<file path="config.mk">
export PLATFORM = sky130hd
export DESIGN_NAME = multicycle_main_controller
export DESIGN_NICKNAME = d
export VERILOG_FILES = /design/src/rtl/multicycle_main_controller.sv
export SDC_FILE = /design/constraint.sdc
export NUM_CORES = 1
export LEC_CHECK = 0
export ABC_CLOCK_PERIOD_IN_PS = 2000
export CAP_MARGIN = 20
export CORE_MARGIN = 5
export CORE_UTILIZATION = 34
export DETAILED_ROUTE_END_ITERATION = 10
export PLACE_DENSITY_LB_ADDON = 0.15
export SETUP_SLACK_MARGIN = 0.15
export SLEW_MARGIN = 20
export SYNTH_ARGS = -nofsm -noshare
export SYNTH_HDL_FRONTEND = slang
export SYNTH_SLANG_ARGS = --single-unit
</file>
<file path="constraint.sdc">
create_clock -name clk -period 2 [get_ports clk]
set_clock_uncertainty 0.15 [all_clocks]
set_input_delay 0.3 -clock clk [delete_from_list [all_inputs] [get_ports clk]]
set_output_delay 0.3 -clock clk [all_outputs]
set_load 0.01 [all_outputs]
</file>
<file path="src/rtl/multicycle_main_controller.sv">
// Main control FSM for the multicycle RV32I datapath; sequences fetch/decode/execute/mem/writeback.
// Latency: outputs are combinational from the registered state; 2..5 cycles per instruction, FETCH included.
// Backpressure: none; one state step per clock, and reset overrides all strobes in the cycle it is seen.
//
// Ports:
//   clk, rst        rising-edge clock, synchronous active-high reset
//   op, func3       opcode and funct3 fields from the instruction register
//   zero, lt        ALU flags, used only for the branch decision
//   PCWrite, AdrSrc, MemWrite, IRWrite, ResultSrc, ALUSrcA, ALUSrcB,
//   ALUOp, ImmSrc, RegWrite   datapath enables/selects and ALU controller op
//   illegal         one-cycle pulse in DECODE on an unsupported opcode
module multicycle_main_controller (
    input  logic       clk,
    input  logic       rst,
    input  logic [6:0] op,
    input  logic [2:0] func3,
    input  logic       zero,
    input  logic       lt,
    output logic       PCWrite,
    output logic       AdrSrc,
    output logic       MemWrite,
    output logic       IRWrite,
    output logic [1:0] ResultSrc,
    output logic [1:0] ALUSrcA,
    output logic [1:0] ALUSrcB,
    output logic [1:0] ALUOp,
    output logic [2:0] ImmSrc,
    output logic       RegWrite,
    output logic       illegal
);

    localparam logic [6:0] OP_R    = 7'b0110011;
    localparam logic [6:0] OP_I    = 7'b0010011;
    localparam logic [6:0] OP_LW   = 7'b0000011;
    localparam logic [6:0] OP_SW   = 7'b0100011;
    localparam logic [6:0] OP_BR   = 7'b1100011;
    localparam logic [6:0] OP_JAL  = 7'b1101111;
    localparam logic [6:0] OP_JALR = 7'b1100111;
    localparam logic [6:0] OP_LUI  = 7'b0110111;

    typedef enum logic [3:0] {
        S_FETCH    = 4'd0,
        S_DECODE   = 4'd1,
        S_MEMADR   = 4'd2,
        S_MEMREAD  = 4'd3,
        S_MEMWB    = 4'd4,
        S_MEMWRITE = 4'd5,
        S_EXECUTER = 4'd6,
        S_EXECUTEI = 4'd7,
        S_ALUWB    = 4'd8,
        S_BRANCH   = 4'd9,
        S_JAL      = 4'd10,
        S_JALR     = 4'd11,
        S_JALRPC   = 4'd12,
        S_LUI      = 4'd13
    } state_t;

    state_t state;
    logic   op_legal;
    logic   br_taken;

    always_comb begin
        op_legal = 1'b0;
        case (op)
            OP_R, OP_I, OP_LW, OP_SW, OP_BR, OP_JAL, OP_JALR, OP_LUI: op_legal = 1'b1;
            default: op_legal = 1'b0;
        endcase
    end

    // Unlisted funct3 encodings simply fall through as not-taken.
    always_comb begin
        br_taken = 1'b0;
        case (func3)
            3'b000:  br_taken = zero;
            3'b001:  br_taken = ~zero;
            3'b100:  br_taken = lt;
            3'b101:  br_taken = ~lt;
            default: br_taken = 1'b0;
        endcase
    end

    always_ff @(posedge clk) begin
        if (rst) begin
            state <= S_FETCH;
        end else begin
            case (state)
                S_FETCH:  state <= S_DECODE;
                S_DECODE: begin
                    case (op)
                        OP_LW, OP_SW: state <= S_MEMADR;
                        OP_R:         state <= S_EXECUTER;
                        OP_I:         state <= S_EXECUTEI;
                        OP_BR:        state <= S_BRANCH;
                        OP_JAL:       state <= S_JAL;
                        OP_JALR:      state <= S_JALR;
                        OP_LUI:       state <= S_LUI;
                        default:      state <= S_FETCH;
                    endcase
                end
                S_MEMADR: begin
                    if (op == OP_LW)      state <= S_MEMREAD;
                    else if (op == OP_SW) state <= S_MEMWRITE;
                    else                  state <= S_FETCH;
                end
                S_MEMREAD:  state <= S_MEMWB;
                S_MEMWB:    state <= S_FETCH;
                S_MEMWRITE: state <= S_FETCH;
                S_EXECUTER: state <= S_ALUWB;
                S_EXECUTEI: state <= S_ALUWB;
                S_ALUWB:    state <= S_FETCH;
                S_BRANCH:   state <= S_FETCH;
                S_JAL:      state <= S_ALUWB;
                S_JALR:     state <= S_JALRPC;
                S_JALRPC:   state <= S_ALUWB;
                S_LUI:      state <= S_FETCH;
                default:    state <= S_FETCH;
            endcase
        end
    end

    always_comb begin
        PCWrite   = 1'b0;
        AdrSrc    = 1'b0;
        MemWrite  = 1'b0;
        IRWrite   = 1'b0;
        ResultSrc = 2'b00;
        ALUSrcA   = 2'b00;
        ALUSrcB   = 2'b00;
        ALUOp     = 2'b00;
        RegWrite  = 1'b0;
        illegal   = 1'b0;

        case (op)
            OP_SW:   ImmSrc = 3'b001;
            OP_BR:   ImmSrc = 3'b010;
            OP_JAL:  ImmSrc = 3'b011;
            OP_LUI:  ImmSrc = 3'b100;
            default: ImmSrc = 3'b000;
        endcase

        case (state)
            S_FETCH: begin
                IRWrite   = 1'b1;
                ALUSrcB   = 2'b10;
                ResultSrc = 2'b10;
                PCWrite   = 1'b1;
            end
            S_DECODE: begin
                // Precompute OldPC + imm into ALUOut for branch/jal targets.
                ALUSrcA = 2'b01;
                ALUSrcB = 2'b01;
                illegal = ~op_legal;
            end
            S_MEMADR: begin
                ALUSrcA = 2'b10;
                ALUSrcB = 2'b01;
            end
            S_MEMREAD: begin
                AdrSrc = 1'b1;
            end
            S_MEMWB: begin
                ResultSrc = 2'b01;
                RegWrite  = 1'b1;
            end
            S_MEMWRITE: begin
                AdrSrc   = 1'b1;
                MemWrite = 1'b1;
            end
            S_EXECUTER: begin
                ALUSrcA = 2'b10;
                ALUOp   = 2'b10;
            end
            S_EXECUTEI: begin
                ALUSrcA = 2'b10;
                ALUSrcB = 2'b01;
                ALUOp   = 2'b11;
            end
            S_ALUWB: begin
                RegWrite = 1'b1;
            end
            S_BRANCH: begin
                // PC loads the target already sitting in ALUOut when taken.
                ALUSrcA = 2'b10;
                ALUOp   = 2'b01;
                PCWrite = br_taken;
            end
            S_JAL: begin
                // PC <- OldPC+imm from ALUOut while the ALU forms OldPC+4 for the link.
                ALUSrcA = 2'b01;
                ALUSrcB = 2'b10;
                PCWrite = 1'b1;
            end
            S_JALR: begin
                ALUSrcA = 2'b10;
                ALUSrcB = 2'b01;
            end
            S_JALRPC: begin
                ALUSrcA = 2'b01;
                ALUSrcB = 2'b10;
                PCWrite = 1'b1;
            end
            S_LUI: begin
                ResultSrc = 2'b11;
                RegWrite  = 1'b1;
            end
            default: begin
            end
        endcase

        // Reset cycle: no writes of any kind, selects parked at FETCH values.
        if (rst) begin
            PCWrite   = 1'b0;
            IRWrite   = 1'b0;
            MemWrite  = 1'b0;
            RegWrite  = 1'b0;
            illegal   = 1'b0;
            AdrSrc    = 1'b0;
            ALUSrcA   = 2'b00;
            ALUSrcB   = 2'b10;
            ALUOp     = 2'b00;
            ResultSrc = 2'b10;
        end
    end

endmodule

</file>
==> results.md <==
* Run status: complete, no violations
* H-Tree Depth at 1
* Clock power frac at between 20% and 30%
* Largest net degree at the start of global routing at 12
* Cell variety after synth at between 40 and 50
* HPWL Detailed at about 1700 um
* Commonest non-fill, non-tap cell in the layout: buf_4
* Max-slew headroom at roughly 80%
* Final core utilization at about 70%
* Peak supply drop at between 200 and 300 uV
* GR Util All Layers at ~16%
* Top Ports at 31
* Synth Cell Area at between 600 and 700 um^2
* Initial antenna violation count at 0
* DRT antenna net count at 0
* Post-layout instance area at ~0.0013 mm^2
* Clock sink count at 4
* Slowest CP cell: dfxtp_4
* Synth Area in XOR/XNOR at 6.28%
* Setup-failing EPs final at 0
* GP Congestion at around 0.76
* Number of cell rows at 16
* Final period util at roughly 94%
* Drc violations at 0
* PortBufs at 30
* RSZ-0062 raised after global routing: yes
* Mapped Avg Cell Area at a little over 7 um^2
* Internal power at about 0.00024 W
* Simple-gate area share of the yosys netlist at a little under half
* Crit path DAT at 1.43 ns
* Largest family of logic cells by synthesized area: simple AND/OR/NAND/NOR gates
* Area fraction in compound gates after synthesis at between 20% and 30%
* Root Driver: clkbuf_4
* CP endpoint kind: output port
* Clock transition at the registers of the reported paths at 0.04 ns
* Die Ht at about 55 um
* Synth warnings at 0
* Fillers at around 180
* Net switching power at 0.000113 W
* Drt first pass iters at 4
* Fmax at ~530 MHz
* Share of cells above drive strength 1 at about half
* Flop pwr share at a little under a quarter
* EDFF count, synth at 0
* Initial Utilization at a little over a third
* Clock Latency Late Sink at 0.23 ns
* Largest Register: state
* Syn_nets at between 100 and 150
* Share of the synthesized area in the top cell type at around 11%
* Synth Flop Type: dfxtp_1
* Most frequent cells in the layout: buf_4 (37), buf_2 (11), dlygate4sd2_1 (8)
* Total wire length at around 2500 um
* Synth Register Bits at 4
* CTS tree: built
* Max-Cap Viols at 0
* Vias in the first global route at about 950
* Final TNS setup at 0 ns
* Maximum clock path buffer count at 2
* Vias per inst at 5.15
* Adder-Cell Fraction of Synth Area at 0%
* Gr ovfl total at 0
* Buf+Inv Stages, Crit Path at 1
* Setup CP Type: reg -> out
* Synth top area cells: dfxtp_1 (11%), a21oi_1 (5.0%), nor2_1 (4.8%)
* Cell count after synthesis at 99
* Mux contribution to synthesized area at 2.87%
* Max FFs per register at 4
* Top Registers: state (4)
* Pwr dens at between 200 and 300 mW/mm^2
* Die area at 0.00306 mm^2
* Hold crit path type: in -> reg
* Worst-path maximum fanout at 5
* Inserted Clock Buffers at 3
* Delay-heaviest family, CP: simple AND/OR/NAND/NOR gates
* Worst path cell trace: and2b_2, nand3b_1, o32ai_2, nor2b_1, buf_2
* Antenna Cells at 0
* Max stage delay on crit path at 0.35 ns
* Worst endpoint required time at ~1.6 ns
* Vias at about 980
* Period minus WS final at between 1.5 and 2 ns
* Area delta synth->final at 92.8%
* Leakage power total at approximately 0.65 nW
* Routed WL per cell at 12.9 um
* Post-DP Area at between 0.001 and 0.0015 mm^2
* Max Slew Vio Count at 0
* Worst-Margin Slew at about 0.31 ns
* CTS Hold Buffers Added at 0
* Ys async rst share at 0%
* Iteration-0 DRC Markers at 16
* Hold Vio Cnt, Final at 0
* Crit start category: register
* Final net count at 179
* Core Footprint at just under 0.002 mm^2
* Gate power share at ~50%
* Sw Ratio at a little under a third
* First-pass GRT wire length at 4080 um
* Post-synth top area cell: dfxtp_1
* Die W at ~55 um
* Sequential area share after synthesis at 11.5%
[stage by stage]
stage / instances / hold WS, ns / power, W / setup WS (ns)
6_report: 190 / 0.458 / 0.000358 / 0.122
5_1_grt: 190 / 0.483 / 0.000384 / 0.0277
4_1_cts: 186 / 0.417 / 0.000350 / -0.0549
3_5_place_dp: 176 / 0.602 / 0.000251 / -0.513
3_3_place_gp: 176 / 0.595 / 0.000248 / -0.473
2_1_floorplan: 99 / 0.325 / 0.000157 / 0.388
[metal layers]
metal / vias to the layer above / share of wire, % / global-route usage, %
met5: - / 0 / 0
met4: 0 / 0.78 / 4.17
met3: 2 / 5.6 / 4.43
met2: 19 / 51 / 27.5
met1: 471 / 43 / 18.6
li1: 487 / - / -
[area by class of cell]
class / instances / area [um^2] / area share, %
Multi-Input combinational cell: 85 / 658 / 49.0
Timing Repair Buffer: 70 / 533 / 39.7
Sequential cell: 4 / 92.6 / 6.89
Tap cell: 27 / 33.8 / 2.51
Clock buffer: 3 / 22.5 / 1.68
Inverter: 1 / 3.75 / 0.279
[synth_stat cells (all sizes together), types with 3 or more instances]
master	instances
nor2	9
a21oi	7
buf	7
nand2	6
nor2b	5
dfxtp	4
nand3	4
nand3b	4
and2b	3
and3	3
nor3	3
o21ai	3
or3	3
xnor2	3
[power groups by stage]
stage	Sequential, W	Clock (W)	Combinational [W]
after detailed placement	0.0000861	0	0.000165
after global routing	0.0000824	0.000108	0.000193
after floorplan	0.0000864	0	0.0000710
final	0.0000820	0.0000975	0.000178
after CTS	0.0000812	0.000104	0.000165
after global placement	0.0000863	0	0.000162
[final timing paths]
| kind | from | to | slack [ns] | depth (start not counted) |
|---|---|---|---|---|
| worst min register to register | state[3]$_SDFF_PP0_ | state[3]$_SDFF_PP0_ | 0.56 | 4 |
| worst max register to register | state[2]$_SDFF_PP0_ | state[2]$_SDFF_PP0_ | 0.25 | 7 |
| worst min-delay path | op[6] | state[3]$_SDFF_PP0_ | 0.46 | 5 |
| worst max-delay path | state[2]$_SDFF_PP0_ | PCWrite | 0.12 | 5 |
[logic make-up (layout without fill, tap and decap cells)]
| kind of cell | count (synthesis) | in the layout |
|---|---|---|
| AO/OA/AOI/OAI | 25 | 25 |
| XOR/XNOR | 5 | 5 |
| buffers and inverters | 10 | 74 |
| flip-flops | 4 | 4 |
| multiplexers | 2 | 2 |
| AND/OR/NAND/NOR | 53 | 53 |
[worst reg2reg max path, stage by stage (launching register included)]
cell,delay (ns)
dfxtp_4,0.35
buf_6,0.13
or3_4,0.36
buf_4,0.15
buf_4,0.14
nor3_4,0.17
nand2_1,0.07
a21boi_1,0.15
[what timing repair did]
item                                    CTS  global route
gates resized for setup                  79            29
pin swaps                                 5             8
buffers inserted                          6             4
cloned                                    1             0
endpoints found under the setup margin   19            14
(Power assumes the default switching activity.)
